[config.mk]
export PLATFORM = sky130hd
export DESIGN_NAME = pll_lock_ctrl
export DESIGN_NICKNAME = d
export VERILOG_FILES = /design/src/rtl/pll_lock_ctrl.sv
export SDC_FILE = /design/constraint.sdc
export NUM_CORES = 1
export LEC_CHECK = 0
export CAP_MARGIN = 20
export CELL_PAD_IN_SITES_DETAIL_PLACEMENT = 0
export CELL_PAD_IN_SITES_GLOBAL_PLACEMENT = 1
export CORE_ASPECT_RATIO = 0.5
export CORE_MARGIN = 2
export CORE_UTILIZATION = 45
export DETAILED_ROUTE_END_ITERATION = 12
export GPL_ROUTABILITY_DRIVEN = 0
export GPL_TIMING_DRIVEN = 0
export PLACE_DENSITY = 0.86
export SETUP_SLACK_MARGIN = 0.3
export SLEW_MARGIN = 25
export SYNTH_ARGS = -nofsm -noshare
export SYNTH_HDL_FRONTEND = slang
export SYNTH_SLANG_ARGS = --single-unit
[constraint.sdc]
create_clock -name clkin1 -period 2.6 [get_ports clkin1]
set_input_delay 0.52 -clock clkin1 [delete_from_list [all_inputs] [get_ports clkin1]]
set_output_delay 0.52 -clock clkin1 [all_outputs]
set_load 0.02 [all_outputs]
[src/rtl/pll_lock_ctrl.sv]
// PLL bring-up controller: pulses the PLL reset, waits for a synchronized lock,
// requires the lock to stay stable before declaring ready, retries on timeout
// and parks in FAIL once the retry budget is spent.
module pll_lock_ctrl #(
    parameter int unsigned RST_CYCLES         = 16,
    parameter int unsigned LOCK_STABLE_CYCLES = 1024,
    parameter int unsigned LOCK_TIMEOUT       = 65536,
    parameter int unsigned MAX_RETRIES        = 3
) (
    input  logic       clkin1,
    input  logic       rst,
    input  logic       pll_lock,
    input  logic       relock_req,
    output logic       pll_rst,
    output logic       ready,
    output logic       lock_lost,
    output logic       fail,
    output logic [3:0] retry_cnt,
    output logic [2:0] state
);

    // One shared counter, wide enough for the largest terminal count.
    localparam int unsigned MAX_A     = (RST_CYCLES > LOCK_STABLE_CYCLES) ? RST_CYCLES : LOCK_STABLE_CYCLES;
    localparam int unsigned MAX_PARAM = (MAX_A > LOCK_TIMEOUT) ? MAX_A : LOCK_TIMEOUT;
    localparam int unsigned CNT_W     = (MAX_PARAM > 1) ? $clog2(MAX_PARAM) : 1;

    localparam logic [CNT_W-1:0] C_RST_END    = CNT_W'(RST_CYCLES - 1);
    localparam logic [CNT_W-1:0] C_STABLE_END = CNT_W'(LOCK_STABLE_CYCLES - 1);
    localparam logic [CNT_W-1:0] C_TMO_END    = CNT_W'(LOCK_TIMEOUT - 1);
    localparam logic [CNT_W-1:0] C_ONE        = CNT_W'(1);
    localparam logic [3:0]       C_MAX_RETRY  = 4'(MAX_RETRIES);

    typedef enum logic [2:0] {
        S_RESET_PLL = 3'd0,
        S_WAIT_LOCK = 3'd1,
        S_STABILIZE = 3'd2,
        S_READY     = 3'd3,
        S_FAIL      = 3'd4
    } state_t;

    logic             r_sync1;
    logic             r_lock_s;
    state_t           r_state;
    logic [CNT_W-1:0] r_cnt;
    logic [3:0]       r_retry;
    logic             r_pll_rst;
    logic             r_ready;
    logic             r_lock_lost;
    logic             r_fail;

    state_t           w_state_nxt;
    logic [CNT_W-1:0] w_cnt_nxt;
    logic [3:0]       w_retry_nxt;
    logic             w_lock_lost_nxt;

    // Two-flop synchronizer bringing the asynchronous lock into clkin1.
    always_ff @(posedge clkin1 or posedge rst) begin
        if (rst) begin
            r_sync1  <= 1'b0;
            r_lock_s <= 1'b0;
        end else begin
            r_sync1  <= pll_lock;
            r_lock_s <= r_sync1;
        end
    end

    // Next-state, counter and retry decisions; relock_req outranks lock events.
    always_comb begin
        w_state_nxt     = r_state;
        w_cnt_nxt       = r_cnt + C_ONE;
        w_retry_nxt     = r_retry;
        w_lock_lost_nxt = 1'b0;

        if (relock_req && (r_state != S_RESET_PLL)) begin
            w_state_nxt = S_RESET_PLL;
            w_retry_nxt = '0;
        end else begin
            case (r_state)
                S_RESET_PLL: begin
                    if (r_cnt == C_RST_END) begin
                        w_state_nxt = S_WAIT_LOCK;
                    end
                end
                S_WAIT_LOCK: begin
                    if (r_lock_s) begin
                        w_state_nxt = S_STABILIZE;
                    end else if (r_cnt == C_TMO_END) begin
                        if (r_retry < C_MAX_RETRY) begin
                            w_retry_nxt = r_retry + 4'd1;
                            w_state_nxt = S_RESET_PLL;
                        end else begin
                            w_state_nxt = S_FAIL;
                        end
                    end
                end
                S_STABILIZE: begin
                    if (!r_lock_s) begin
                        w_state_nxt = S_WAIT_LOCK;
                    end else if (r_cnt == C_STABLE_END) begin
                        w_state_nxt = S_READY;
                        w_retry_nxt = '0;
                    end
                end
                S_READY: begin
                    w_cnt_nxt = r_cnt;
                    if (!r_lock_s) begin
                        w_state_nxt     = S_RESET_PLL;
                        w_lock_lost_nxt = 1'b1;
                    end
                end
                S_FAIL: begin
                    w_cnt_nxt = r_cnt;
                end
                default: begin
                    w_state_nxt = S_RESET_PLL;
                end
            endcase
        end

        if (w_state_nxt != r_state) begin
            w_cnt_nxt = '0;
        end
    end

    // State register plus outputs registered from the next state so they
    // change on the same edge as the state itself.
    always_ff @(posedge clkin1 or posedge rst) begin
        if (rst) begin
            r_state     <= S_RESET_PLL;
            r_cnt       <= '0;
            r_retry     <= '0;
            r_pll_rst   <= 1'b1;
            r_ready     <= 1'b0;
            r_lock_lost <= 1'b0;
            r_fail      <= 1'b0;
        end else begin
            r_state     <= w_state_nxt;
            r_cnt       <= w_cnt_nxt;
            r_retry     <= w_retry_nxt;
            r_pll_rst   <= (w_state_nxt == S_RESET_PLL);
            r_ready     <= (w_state_nxt == S_READY);
            r_lock_lost <= w_lock_lost_nxt;
            r_fail      <= (w_state_nxt == S_FAIL);
        end
    end

    assign pll_rst   = r_pll_rst;
    assign ready     = r_ready;
    assign lock_lost = r_lock_lost;
    assign fail      = r_fail;
    assign retry_cnt = r_retry;
    assign state     = r_state;

endmodule

# Yosys cells after proc, flatten, opt, wreduce, memory -nomap -nowiden
# Cells that the tools add are included.
# word_totals
register_bits	29
inputBits	4
word_cells	57
# op_classes
add_sub_neg	2
n_lt_le_gt_ge	1
n_eq_ne	16
muxes	22
n_reduce_logical	7
# op_table
operator	n
$mux 16	3
$mux 3	8
$mux 4	6
$add 16x1->16 const B	1
$eq 16x10->1 const B	1
$eq 16x16->1 const B	1
$eq 16x4->1 const B	1
$ne 3x3->1 const B	5
$pmux 3 s5	1
$eq 3x2->1 const B	3
$pmux 4 s2	1
$eq 3x3->1 const B	2
$logic_not 3->1	2
$reduce_and 6->1	1
$reduce_bool 3->1	2
$add 4x1->4 const B	1
$lt 4x2->1 const B	1
$eq 3x1->1 const B	1
$mux 1	3
$ne 3x1->1 const B	1
$ne 3x3->1	1
$reduce_or 2->1	1
$logic_and 1x1->1	1

# Longest topological paths before layout
# logic_depth
word_depth	8
mapped_depth	9
ltp_nobuf	6

# Worst setup path after synthesis
# OpenSTA, ideal clock, no wires.
# synth_path
path_type	register to register
startpoint	register r_state[0], in the netlist state[0]
endpoint	register r_cnt[9]
arrival_time_ps	2006
path_slack_ps	466
stages_incl_launch_ff	8
path_buffers	2
synth_period_minus_slack_ps	2134
cell_sequence	dfrtp_1 > buf_4 > or4b_1 > nor4_2 > a2bb2oi_1 > buf_2 > o221ai_1 > mux2i_1
# synth_via
elab_chain_cells	6
elab_cells_between_ends	20
classes_between	6 x eq/ne; 10 x mux; 4 x reduce/logical
# synth_lines
element	line_no	source
start, declared	43	state_t r_state;
start signal, assigned	137	r_state <= w_state_nxt;
$mux 3, on equally long branches	99, 87	
$mux 3, on equally long branches	97, 85	
$pmux 3 s5	78	case (r_state)
$mux 3	74	if (relock_req && (r_state != S_RESET_PLL)) begin
$ne 3x3->1	120	if (w_state_nxt != r_state) begin
$ne 3x1->1 (no source line) / $mux 16 (equally long branches)	--	
end signal, assigned	138	r_cnt <= w_cnt_nxt;
end, declared	44	logic [CNT_W-1:0] r_cnt;
# Several ways; a longest one is shown, not always the timed one.
# A chain may end at the register's enable or synchronous reset.

# Worst setup path after layout
# layout_path
startpoint	register r_cnt[5]
endpoint	register r_cnt[14]
# layout_via
elab_chain_cells	7
elab_cells_between_ends	16
classes_between	1 x add/sub; 5 x eq/ne; 10 x mux
# layout_lines
element	line_no
$eq 16x10->1 / $eq 16x16->1 (equally long branches)	99, 87
$mux 3, on equally long branches	99, 87
$mux 3, on equally long branches	97, 85
$pmux 3 s5	78
$mux 3	74
$ne 3x3->1	120
$ne 3x1->1 (no source line) / $mux 16 (equally long branches)	--
# Several ways; a longest one is shown, not always the timed one. The select of a mux whose other input is x is not followed.

==> implementation parameters <==
Parameter                              Value

Floorplan
  Core Box Area    3980 µm²
  Chip width    95.9 µm
  Row count    16
  Vertical die dimension    between 40 and 50 µm
  Initial cell density of the core    47.7%
  # IOs    15
  Die area    4790 µm²

Logic synthesis
  Post-Syn Area per Cell    9.41 µm²
  Fraction of the mapped netlist area in compound gates    between 10% and 20%
  Cells after synthesis    a little over 200
  Fraction of synthesized area in multiplexers    approximately 5.4%
  Fraction of the mapped netlist area in adder cells    between 1.5 and 2%
  Cell area after synthesis    ~1900 µm²
  XOR/XNOR share of the synthesized area    between 3 and 4%
  Largest family of logic cells by synthesized area    simple AND/OR/NAND/NOR gates
  Yosys warnings    0
  Top flip-flop cell by instance count after synthesis    sky130_fd_sc_hd__dfrtp_1
  FF+latch count, synth    29
  Post-synth EDFFs    0
  Post-synthesis simple-gate area fraction    24.9%
  Netlist cell types    55
  Fraction of the yosys area taken by sequential cells    38.2%
  Async set-reset flop share out of synthesis    between 90% and 100%
  Net Count, Synth    approximately 210

Global route
  Global-route wire length before repair    about 7800 µm
  Number of global-route vias before repair    1,563
  Tot GR Track Use    21.5%
  Antenna violations before repair    0
  Maximum number of pins on one net before global-route repair    30
  Total gr overflow    0

STA
  Post-route fraction of the period consumed by the critical path    between 80% and 90%
  Final hold violation count    0
  Pins over their slew limit    0
  Final clock skew    0.00445 ns
  Setup repair after global routing missed its margin    yes
  Clock period minus final worst setup slack    2.26 ns
  Worst max-slew margin expressed relative to the limit    57.7%
  Setup violators final    0
  Worst-Margin Slew    roughly 0.63 ns
  Max Fclk    0.442 GHz

Critical path
  Crit path launch type    flop
  Category of the worst setup path capture point    flop
  CP Data Arrival Time    between 2 and 2.5 ns
  Critical path fanouts, max    10
  Required @ worst endpoint    2.81 ns
  Worst Setup Path Type    flop to flop

Clock tree
  Buffer depth of the longest clock path    2
  Clock tree from TritonCTS    yes
  Clock edge transition at the registers on the reported setup and hold paths    0.07 ns
  Clock Tree Root    sky130_fd_sc_hd__clkbuf_8
  Deepest level of the CTS H-tree    2
  Clock sink count    29
  Hold-fix buffers at CTS    0
  Inserted Clock Buffers    5
  Clock insertion delay at the later pin of the skew report    between 0.2 and 0.3 ns

Routing
  Detailed-router iteration count before antenna repair    4
  Number of DRC markers in iteration 0    99
  Total via count in the routed design    1,762
  Post-DR vias/cell    6.14
  Routed len/inst    17.4 µm
  DRC errors left    0
  Wirelength, routed    5000 µm
  Detail Route Antenna Nets    0

Status
  Result of the run    complete, no violations

Place
  Cell area after placement    2110 µm²
  Buffers on Ports    14
  DPL Wire Length    around 3100 µm

Final layout
  Net count of the finished layout    238
  Synth-to-layout area growth    26.2%
  Share of layout cells above drive strength 1    27.0%
  Antenna cells    0
  Commonest cells after routing, fill and taps aside    sky130_fd_sc_hd__dfrtp_1 (25), sky130_fd_sc_hd__nand2_1 (16), sky130_fd_sc_hd__clkdlybuf4s50_1 (13), sky130_fd_sc_hd__buf_4 (10)
  Most common cell after layout, fill and taps aside    sky130_fd_sc_hd__dfrtp_1
  Final instance area    2400 µm²

Pwr
  Peak supply drop    roughly 330 µV
  Leakage    1.05 nW
  PD cells    654 nW/µm²
  Total power of the final layout    1.57 mW

Flow run
  Number of max-cap violations    0

Min path
  Type of the most critical hold path    flop to flop
## cell families (layout without fill, tap and decap cells)
| family | Yosys count | count (layout) |
|---|---|---|
| compound gates | 50 | 50 |
| fa+ha+maj | 3 | 3 |
| mux | 10 | 10 |
| xor+xnor | 8 | 8 |
| buf+inv | 24 | 55 |
| simple gates | 78 | 78 |
| flops | 29 | 29 |
## synth_stat cells, drive strengths merged, types with 6 or more instances
library cell  instances  area [µm²]
inv                   9        33.8
nor4                  7        50.1
clkbuf                7        26.3
dfrtp                28         701
mux2i                 8        80.1
nor3                  9        45.0
nor2                 10        40.0
xor2                  6        52.6
nand2                16        60.1
o221ai                7        61.3
o21ai                17         115
o211ai                9        72.6
buf                   8        62.6
## path summary, 6_finish.rpt
check / start / to / slack (ns) / cells after the start
hold / removal: r_sync1$_DFF_PP0_ / r_lock_s$_DFF_PP0_ / 0.35 / 0
min in group asynchronous: rst / r_cnt[9]$_DFFE_PP0P_ / 0.64 / 2
setup reg to reg: r_cnt[5]$_DFFE_PP0P_ / r_cnt[14]$_DFFE_PP0P_ / 0.34 / 9
max in group asynchronous: rst / r_cnt[11]$_DFFE_PP0P_ / 1.51 / 2
setup / recovery: r_cnt[5]$_DFFE_PP0P_ / r_cnt[14]$_DFFE_PP0P_ / 0.34 / 9
hold reg to reg: r_sync1$_DFF_PP0_ / r_lock_s$_DFF_PP0_ / 0.35 / 0
## power breakdown
| group | internal, mW | switching, mW | leakage, nW |
|---|---|---|---|
| Combinational | 0.249 | 0.306 | 0.611 |
| Clock | 0.239 | 0.181 | 0.0542 |
| Sequential | 0.515 | 0.0784 | 0.383 |
## metal layers
metal	vias up	share of wire, %	global-route usage (%)	wire length [µm]
met2	82	44	32.1	2180
met1	842	47	30.8	2350
li1	827	-	-	-
met5	-	0	0	0
met4	0	2.1	6.43	103
met3	11	7.3	5.05	364
## final cells by class
type                    instances  area (µm²)
fillers                       349        1590
multi-input cells             149        1150
flip-flops and latches         29         731
repair buffers                 23         208
plain buffers                  15         109
clock buffers                   7        96.3
well taps                      54        67.6
inverters                       9        33.8
clock inverters                 1        5.00
## what timing repair did
| action | in CTS | in global routing |
|---|---|---|
| resized for setup | 10 | 25 |
| pin swaps | 1 | 6 |
| setup endpoints to repair | 19 | 19 |
| setup buffers | 1 | 7 |
| gates cloned | 0 | 1 |
## worst max-delay path, stage by stage (launching register included)
cell and delay (ns):
sky130_fd_sc_hd__dfrtp_1 0.46, sky130_fd_sc_hd__nand4_1 0.20, sky130_fd_sc_hd__or3_4 0.44, sky130_fd_sc_hd__buf_6 0.15, sky130_fd_sc_hd__nor4b_4 0.28, sky130_fd_sc_hd__a2111oi_2 0.07
sky130_fd_sc_hd__buf_4 0.16, sky130_fd_sc_hd__buf_6 0.14, sky130_fd_sc_hd__buf_12 0.15, sky130_fd_sc_hd__o21ai_2 0.13
## flip-flops by register name (all words and copies together) (netlist names)
register and cells:
r_lock_s 1, fail 1, r_sync1 1, r_cnt 16
pll_rst 1, state 3, ready 1, lock_lost 1
retry_cnt 4
## through the flow
stage          hold slack [ns]  TNS, ns  setup slack (ns)  utilization [%]  std cells
3_3_place_gp             0.333    -2.40            -0.167             52.9        270
2_1_floorplan            0.331        0             0.466                -        202
6_report                 0.350        0             0.339             60.2        287
5_1_grt                  0.358        0             0.277             60.2        287
3_5_place_dp             0.336    -2.55            -0.193             52.9        270
4_1_cts                  0.352        0             0.303             56.5        279
Note: power is estimated with default switching activity, not from simulation.
